<file path="config.mk">
export PLATFORM = sky130hd
export DESIGN_NAME = disk_sd_arbiter
export DESIGN_NICKNAME = d
export VERILOG_FILES = /design/src/rtl/disk_sd_arbiter.sv
export SDC_FILE = /design/constraint.sdc
export NUM_CORES = 1
export LEC_CHECK = 0
export BUFFER_PORTS_ARGS = -buffer_cell sky130_fd_sc_hd__buf_2
export CAP_MARGIN = 30
export CELL_PAD_IN_SITES_DETAIL_PLACEMENT = 1
export CELL_PAD_IN_SITES_GLOBAL_PLACEMENT = 2
export CORE_ASPECT_RATIO = 0.9
export CORE_MARGIN = 8
export CORE_UTILIZATION = 30
export CTS_CLUSTER_SIZE = 16
export DETAILED_ROUTE_END_ITERATION = 10
export GPL_TIMING_DRIVEN = 1
export MAX_ROUTING_LAYER = met4
export PLACE_DENSITY = 0.83
export SKIP_CTS_REPAIR_TIMING = 1
export SKIP_LAST_GASP = 1
export SYNTH_ARGS = -nofsm -noshare
export SYNTH_HDL_FRONTEND = slang
export SYNTH_SLANG_ARGS = --single-unit
</file>
<file path="constraint.sdc">
create_clock -name clk_sys -period 4.5 [get_ports clk_sys]
set_input_delay 0.225 -clock clk_sys [delete_from_list [all_inputs] [get_ports clk_sys]]
set_output_delay 0.225 -clock clk_sys [all_outputs]
set_load 0.02 [all_outputs]
</file>
<file path="src/rtl/disk_sd_arbiter.sv">
`default_nettype none
// ============================================================================
// Module      : disk_sd_arbiter
// Description : Round-robin sharing of the hps_io SD sector channel between
//               the two Einstein floppy drives, with timeout/short-read abort.
// Revision    : 1.0 - initial release
// ============================================================================
module disk_sd_arbiter #(
    parameter logic [23:0] TIMEOUT_CYC  = 24'd8_000_000,
    parameter logic [9:0]  SECTOR_BYTES = 10'd512
) (
    input  logic        clk_sys,
    input  logic        reset_n,
    input  logic [1:0]  req_rd,
    input  logic [1:0]  req_wr,
    input  logic [31:0] req_lba0,
    input  logic [31:0] req_lba1,
    input  logic [7:0]  drv_din0,
    input  logic [7:0]  drv_din1,
    output logic [1:0]  grant,
    output logic        busy,
    output logic [1:0]  done,
    output logic [1:0]  err,
    output logic [8:0]  drv_addr,
    output logic [7:0]  drv_dout,
    output logic [1:0]  drv_wr,
    output logic [31:0] sd_lba,
    output logic [1:0]  sd_rd,
    output logic [1:0]  sd_wr,
    input  logic        sd_ack,
    input  logic [8:0]  sd_buff_addr,
    input  logic [7:0]  sd_buff_dout,
    input  logic        sd_buff_wr,
    output logic [7:0]  sd_buff_din
);

    typedef enum logic [1:0] {
        S_IDLE = 2'd0,
        S_REQ  = 2'd1,
        S_XFER = 2'd2,
        S_FIN  = 2'd3
    } state_t;

    state_t      r_state;
    state_t      w_state_nxt;
    logic        r_g;
    logic        r_op_rd;
    logic        r_last;
    logic [23:0] r_tmo;
    logic [9:0]  r_bytes;
    logic [1:0]  r_grant;
    logic [1:0]  r_sd_rd;
    logic [1:0]  r_sd_wr;
    logic [31:0] r_sd_lba;

    logic [1:0]  w_pend;
    logic        w_sel;
    logic [1:0]  w_sel_mask;
    logic [1:0]  w_gmask;
    logic        w_active;
    logic        w_tmo_hit;
    logic        w_short;

    assign w_pend     = req_rd | req_wr;
    // On a tie the drive that was not served last wins.
    assign w_sel      = (w_pend == 2'b11) ? ~r_last : w_pend[1];
    assign w_sel_mask = w_sel ? 2'b10 : 2'b01;
    assign w_gmask    = r_g ? 2'b10 : 2'b01;
    assign w_active   = (r_state == S_REQ) || (r_state == S_XFER);
    assign w_tmo_hit  = w_active && (r_tmo == TIMEOUT_CYC - 24'd1);
    assign w_short    = r_op_rd && (r_bytes < SECTOR_BYTES);

    always_comb begin
        w_state_nxt = r_state;
        case (r_state)
            S_IDLE: if (|w_pend) w_state_nxt = S_REQ;
            S_REQ: begin
                if (w_tmo_hit)   w_state_nxt = S_IDLE;
                else if (sd_ack) w_state_nxt = S_XFER;
            end
            S_XFER: begin
                if (w_tmo_hit)    w_state_nxt = S_IDLE;
                else if (!sd_ack) w_state_nxt = S_FIN;
            end
            S_FIN:   w_state_nxt = S_IDLE;
            default: w_state_nxt = S_IDLE;
        endcase
    end

    always_ff @(posedge clk_sys or negedge reset_n) begin
        if (!reset_n) begin
            r_state  <= S_IDLE;
            r_g      <= 1'b0;
            r_op_rd  <= 1'b0;
            r_last   <= 1'b1;
            r_tmo    <= 24'd0;
            r_bytes  <= 10'd0;
            r_grant  <= 2'b00;
            r_sd_rd  <= 2'b00;
            r_sd_wr  <= 2'b00;
            r_sd_lba <= 32'd0;
        end else begin
            r_state <= w_state_nxt;
            case (r_state)
                S_IDLE: begin
                    if (|w_pend) begin
                        r_g      <= w_sel;
                        r_op_rd  <= req_rd[w_sel];
                        r_sd_lba <= w_sel ? req_lba1 : req_lba0;
                        r_sd_rd  <= req_rd[w_sel] ? w_sel_mask : 2'b00;
                        r_sd_wr  <= req_rd[w_sel] ? 2'b00 : w_sel_mask;
                        r_grant  <= w_sel_mask;
                        r_tmo    <= 24'd0;
                        r_bytes  <= 10'd0;
                    end
                end
                S_REQ, S_XFER: begin
                    r_tmo <= r_tmo + 24'd1;
                    if (w_tmo_hit) begin
                        r_sd_rd <= 2'b00;
                        r_sd_wr <= 2'b00;
                        r_last  <= r_g;
                        r_grant <= 2'b00;
                        r_tmo   <= 24'd0;
                        r_bytes <= 10'd0;
                    end else if (r_state == S_REQ) begin
                        if (sd_ack) begin
                            r_sd_rd <= 2'b00;
                            r_sd_wr <= 2'b00;
                        end
                    end else if (sd_buff_wr && r_op_rd && (r_bytes != SECTOR_BYTES)) begin
                        r_bytes <= r_bytes + 10'd1;
                    end
                end
                S_FIN: begin
                    r_last  <= r_g;
                    r_grant <= 2'b00;
                    r_tmo   <= 24'd0;
                    r_bytes <= 10'd0;
                end
                default: ;
            endcase
        end
    end

    // done/err are decoded from registered state so the requester sees them
    // before the following IDLE cycle samples its request.
    assign grant       = r_grant;
    assign busy        = (r_state != S_IDLE);
    assign done        = ((r_state == S_FIN) && !w_short) ? w_gmask : 2'b00;
    assign err         = (((r_state == S_FIN) && w_short) || w_tmo_hit) ? w_gmask : 2'b00;
    assign drv_addr    = sd_buff_addr;
    assign drv_dout    = sd_buff_dout;
    assign drv_wr      = ((r_state == S_XFER) && sd_buff_wr) ? w_gmask : 2'b00;
    assign sd_lba      = r_sd_lba;
    assign sd_rd       = r_sd_rd;
    assign sd_wr       = r_sd_wr;
    assign sd_buff_din = w_active ? (r_g ? drv_din1 : drv_din0) : 8'd0;

endmodule
`default_nettype wire

</file>
==> summary.md <==
| Metric | Value |
|---|---|
| Hold Path Depth | `3` |
| Total Wirelength | `13.2 mm` |
| Lkg Pwr | `2.62 nW` |
| FF+latch count, synth | `77` |
| Max-cap viol count | `0` |
| Ports | `175` |
| Min cycle time layout | `2.77 ns` |
| Final core occ | `38.5%` |
| Net Count, Synth | `570` |
| Req. time, crit path | `4.73 ns` |
| Critical Path Start Type | `register` |
| CTS tree | `done` |
| Critical Path Stages | `5` |
| Worst Clk Skew | `0.00727 ns` |
| Root Driver | `clkbuf_16` |
| Least-Margin Pin Slew | `1.03 ns` |
| Total die area | `18,500 µm²` |
| Syn Area/Cell | `9.47 µm²` |
| Cells after DPL | `753` |
| Synth Warn # | `0` |
| Per-cell routed wire length | `17.1 µm` |
| GRT overflow | `0` |
| Top FF cell, synth | `dfrtp_1` |
| FFs w/ async S/R, synth | `100%` |
| DR vias | `3,788` |
| Power per cell area | `615 nW/µm²` |
| Number of global-route vias before repair | `4,192` |
| Row count | `41` |
| First-pass DRT Iterations | `4` |
| Initial antenna violation count | `0` |
| Critical path's largest stage delay | `0.87 ns` |
| RSZ-0062 raised after global routing | `no` |
| DPL Wire Length | `10.2 mm` |
| Status | `finished clean` |
| R2R Setup Slk | `1.73 ns` |
| Worst-path maximum fanout | `21` |
| Drt first-iter violations | `146` |
| Final hold viol count | `0` |
| Sequential area share after synthesis | `44.5%` |
| Critical path class | `register to register` |
| Post-Syn Area | `4330 µm²` |
| Design Power | `3.33 mW` |
| Final setup fails | `0` |
| Critical path's top delay family | `compound AO/OA/AOI/OAI gates` |
| Aggregate global-route resource usage | `15.3%` |
| Layout filler cell count | `1,678` |
| Worst Reg-to-Reg Cells | `5` |
| Global-route wire length before repair | `21.9 mm` |
| Critical Path End Type | `register` |
| Post-layout nets | `685` |
| Area Overhead vs Synth | `25.0%` |
| Drt via density | `4.91` |
| Worst-skew pair later-pin latency | `0.35 ns` |
| Final GP Congestion | `0.801` |
| Number of flops mapped to enable cells by yosys | `0` |
| Most frequent cells in the layout | `139 x buf_2, 76 x dfrtp_1, 58 x nand2_1` |
| Area after DPL | `5100 µm²` |
| Num CTS Buffers | `9` |
| Core area | `14,100 µm²` |
| DRC | `0` |
| Design Area, Final | `5410 µm²` |
| Clock transition at path regs | `0.06 ns` |
| CP Data Arrival Time | `3.00 ns` |
| RR Startpoint | `r_state[0]` |
| Clock sinks | `77` |
| Crit path capture | `r_tmo[4]` |
| Share of layout cells above drive strength 1 | `30.2%` |
| Peak supply drop | `0.230 mV` |
| Slowest cell on the critical path | `a21boi_2` |
| Max Freq | `361 MHz` |
| Setup TNS | `0 ns` |
| Max clock buf depth | `2` |
| Pin count of the biggest net entering global routing | `69` |
| Die Span Y | `130 µm` |
| Port-buffer cells | `140` |
| Die width | `143 µm` |
| FF-to-FF End | `r_tmo[4]` |
| Finished Layout Cells | `771` |
| Worst path cell trace | `inv_1, ha_1, a21boi_2, nand2_1, o311ai_0` |
| Max-slew violation count | `0` |
| Synth Instances | `457` |
| Period utilisation layout | `61.6%` |
| Most common cell after layout, fill and taps aside | `buf_2` |
| Crit. Startpoint | `r_state[0]` |
| Hold Crit Class | `primary input to register` |
| Netlist cell types | `53` |
| WP buf/inv | `1` |
| Slew HR | `30.8%` |
| H-tree depth | `3` |
| Initial core utilization | `30.8%` |
| Antenna viol nets, final | `0` |
==> sequential cells by signal (all words and copies together) (netlist names) <==
| register | flops |
|---|---|
| r_op_rd | 1 |
| sd_rd | 2 |
| r_bytes | 10 |
| sd_lba | 32 |
| sd_wr | 2 |
| r_tmo | 24 |
| r_last | 1 |
| grant | 2 |
| r_g | 1 |
| r_state | 2 |
==> per-stage QoR <==
step           worst slack (ns)  hold slack (ns)
4_1_cts                    1.71           -0.289
3_3_place_gp               1.88            0.450
6_report                   1.73            0.169
3_5_place_dp               1.69           0.0818
2_1_floorplan              2.37          -0.0706
5_1_grt                    1.45            0.166
==> cells in the mapped netlist (5+ instances only) <==
master | n | share of area [%]
nor2b_1 | 10 | 1.4
o21ai_0 | 51 | 5.9
nand3_1 | 25 | 2.9
a21oi_1 | 8 | 0.92
nor2_1 | 27 | 2.3
xor2_1 | 10 | 2.0
nand2_1 | 58 | 5.0
dfrtp_1 | 76 | 44
clkbuf_1 | 12 | 1.0
mux2i_1 | 42 | 9.7
buf_2 | 7 | 0.81
a22o_1 | 5 | 1.0
nand4_1 | 10 | 1.4
buf_4 | 17 | 2.9
ha_1 | 8 | 2.3
and3_1 | 8 | 1.2
nor3_1 | 5 | 0.58
inv_1 | 14 | 1.2
==> layout make-up <==
type	count	area (µm²)	share of cell area (%)
Clock inverter	6	72.6	1.34
Clock buffer	10	229	4.23
Sequential cell	77	1930	35.6
Multi-Input combinational cell	326	2120	39.1
Antenna cell	1	2.50	0.0462
Timing Repair Buffer	144	768	14.2
Inverter	14	52.6	0.971
Tap cell	193	241	4.46
==> worst min-delay path by stage <==
stage / slack, ns / start / endpoint
global route: 0.17 / req_lba1[14] / sd_lba[14]
CTS: -0.29 / reset_n / r_bytes[7]
floorplan: -0.07 / reset_n / grant[0]
finish: 0.17 / req_lba1[14] / sd_lba[14]
detailed placement: 0.08 / reset_n / r_bytes[7]
global placement: 0.45 / sd_buff_dout[2] / drv_dout[2]
==> kinds of logic (layout without fill, tap and decap cells) <==
logic type | after synthesis | in the layout | synth area share (%)
xor+xnor | 10 | 10 | 2.02
other cells | 0 | 1 | 0
fa+ha+maj | 8 | 8 | 2.31
compound gates | 102 | 102 | 15.3
mux | 42 | 42 | 9.71
buf+inv | 54 | 174 | 6.88
simple gates | 164 | 164 | 19.3
flops | 77 | 77 | 44.5
==> layer usage <==
metal	wire length (µm)	GRT usage (%)	part of all wire (%)	vias up
met2	5850	22.6	44	116
li1	-	-	-	1842
met1	6160	19.1	47	1811
met5	0	-	0	-
met4	219	4.81	1.7	0
met3	950	5.66	7.2	19
==> where the power goes <==
group	internal, mW	leakage, nW	switching (mW)	total (mW)
combinational	0.539	1.47	0.993	1.53
clock	0.435	0.143	0.308	0.743
sequential	0.899	1.00	0.154	1.05
total	1.87	2.62	1.45	3.33
==> worst register-to-register path: cells and delay by family (launching register included) <==
kind	cells	cell delay (ns)
compound gates	2	1.23
buf+inv	1	0.12
simple gates	1	0.34
flops	1	0.40
fa+ha+maj	1	0.56
Note: power is estimated with default switching activity, not from simulation.
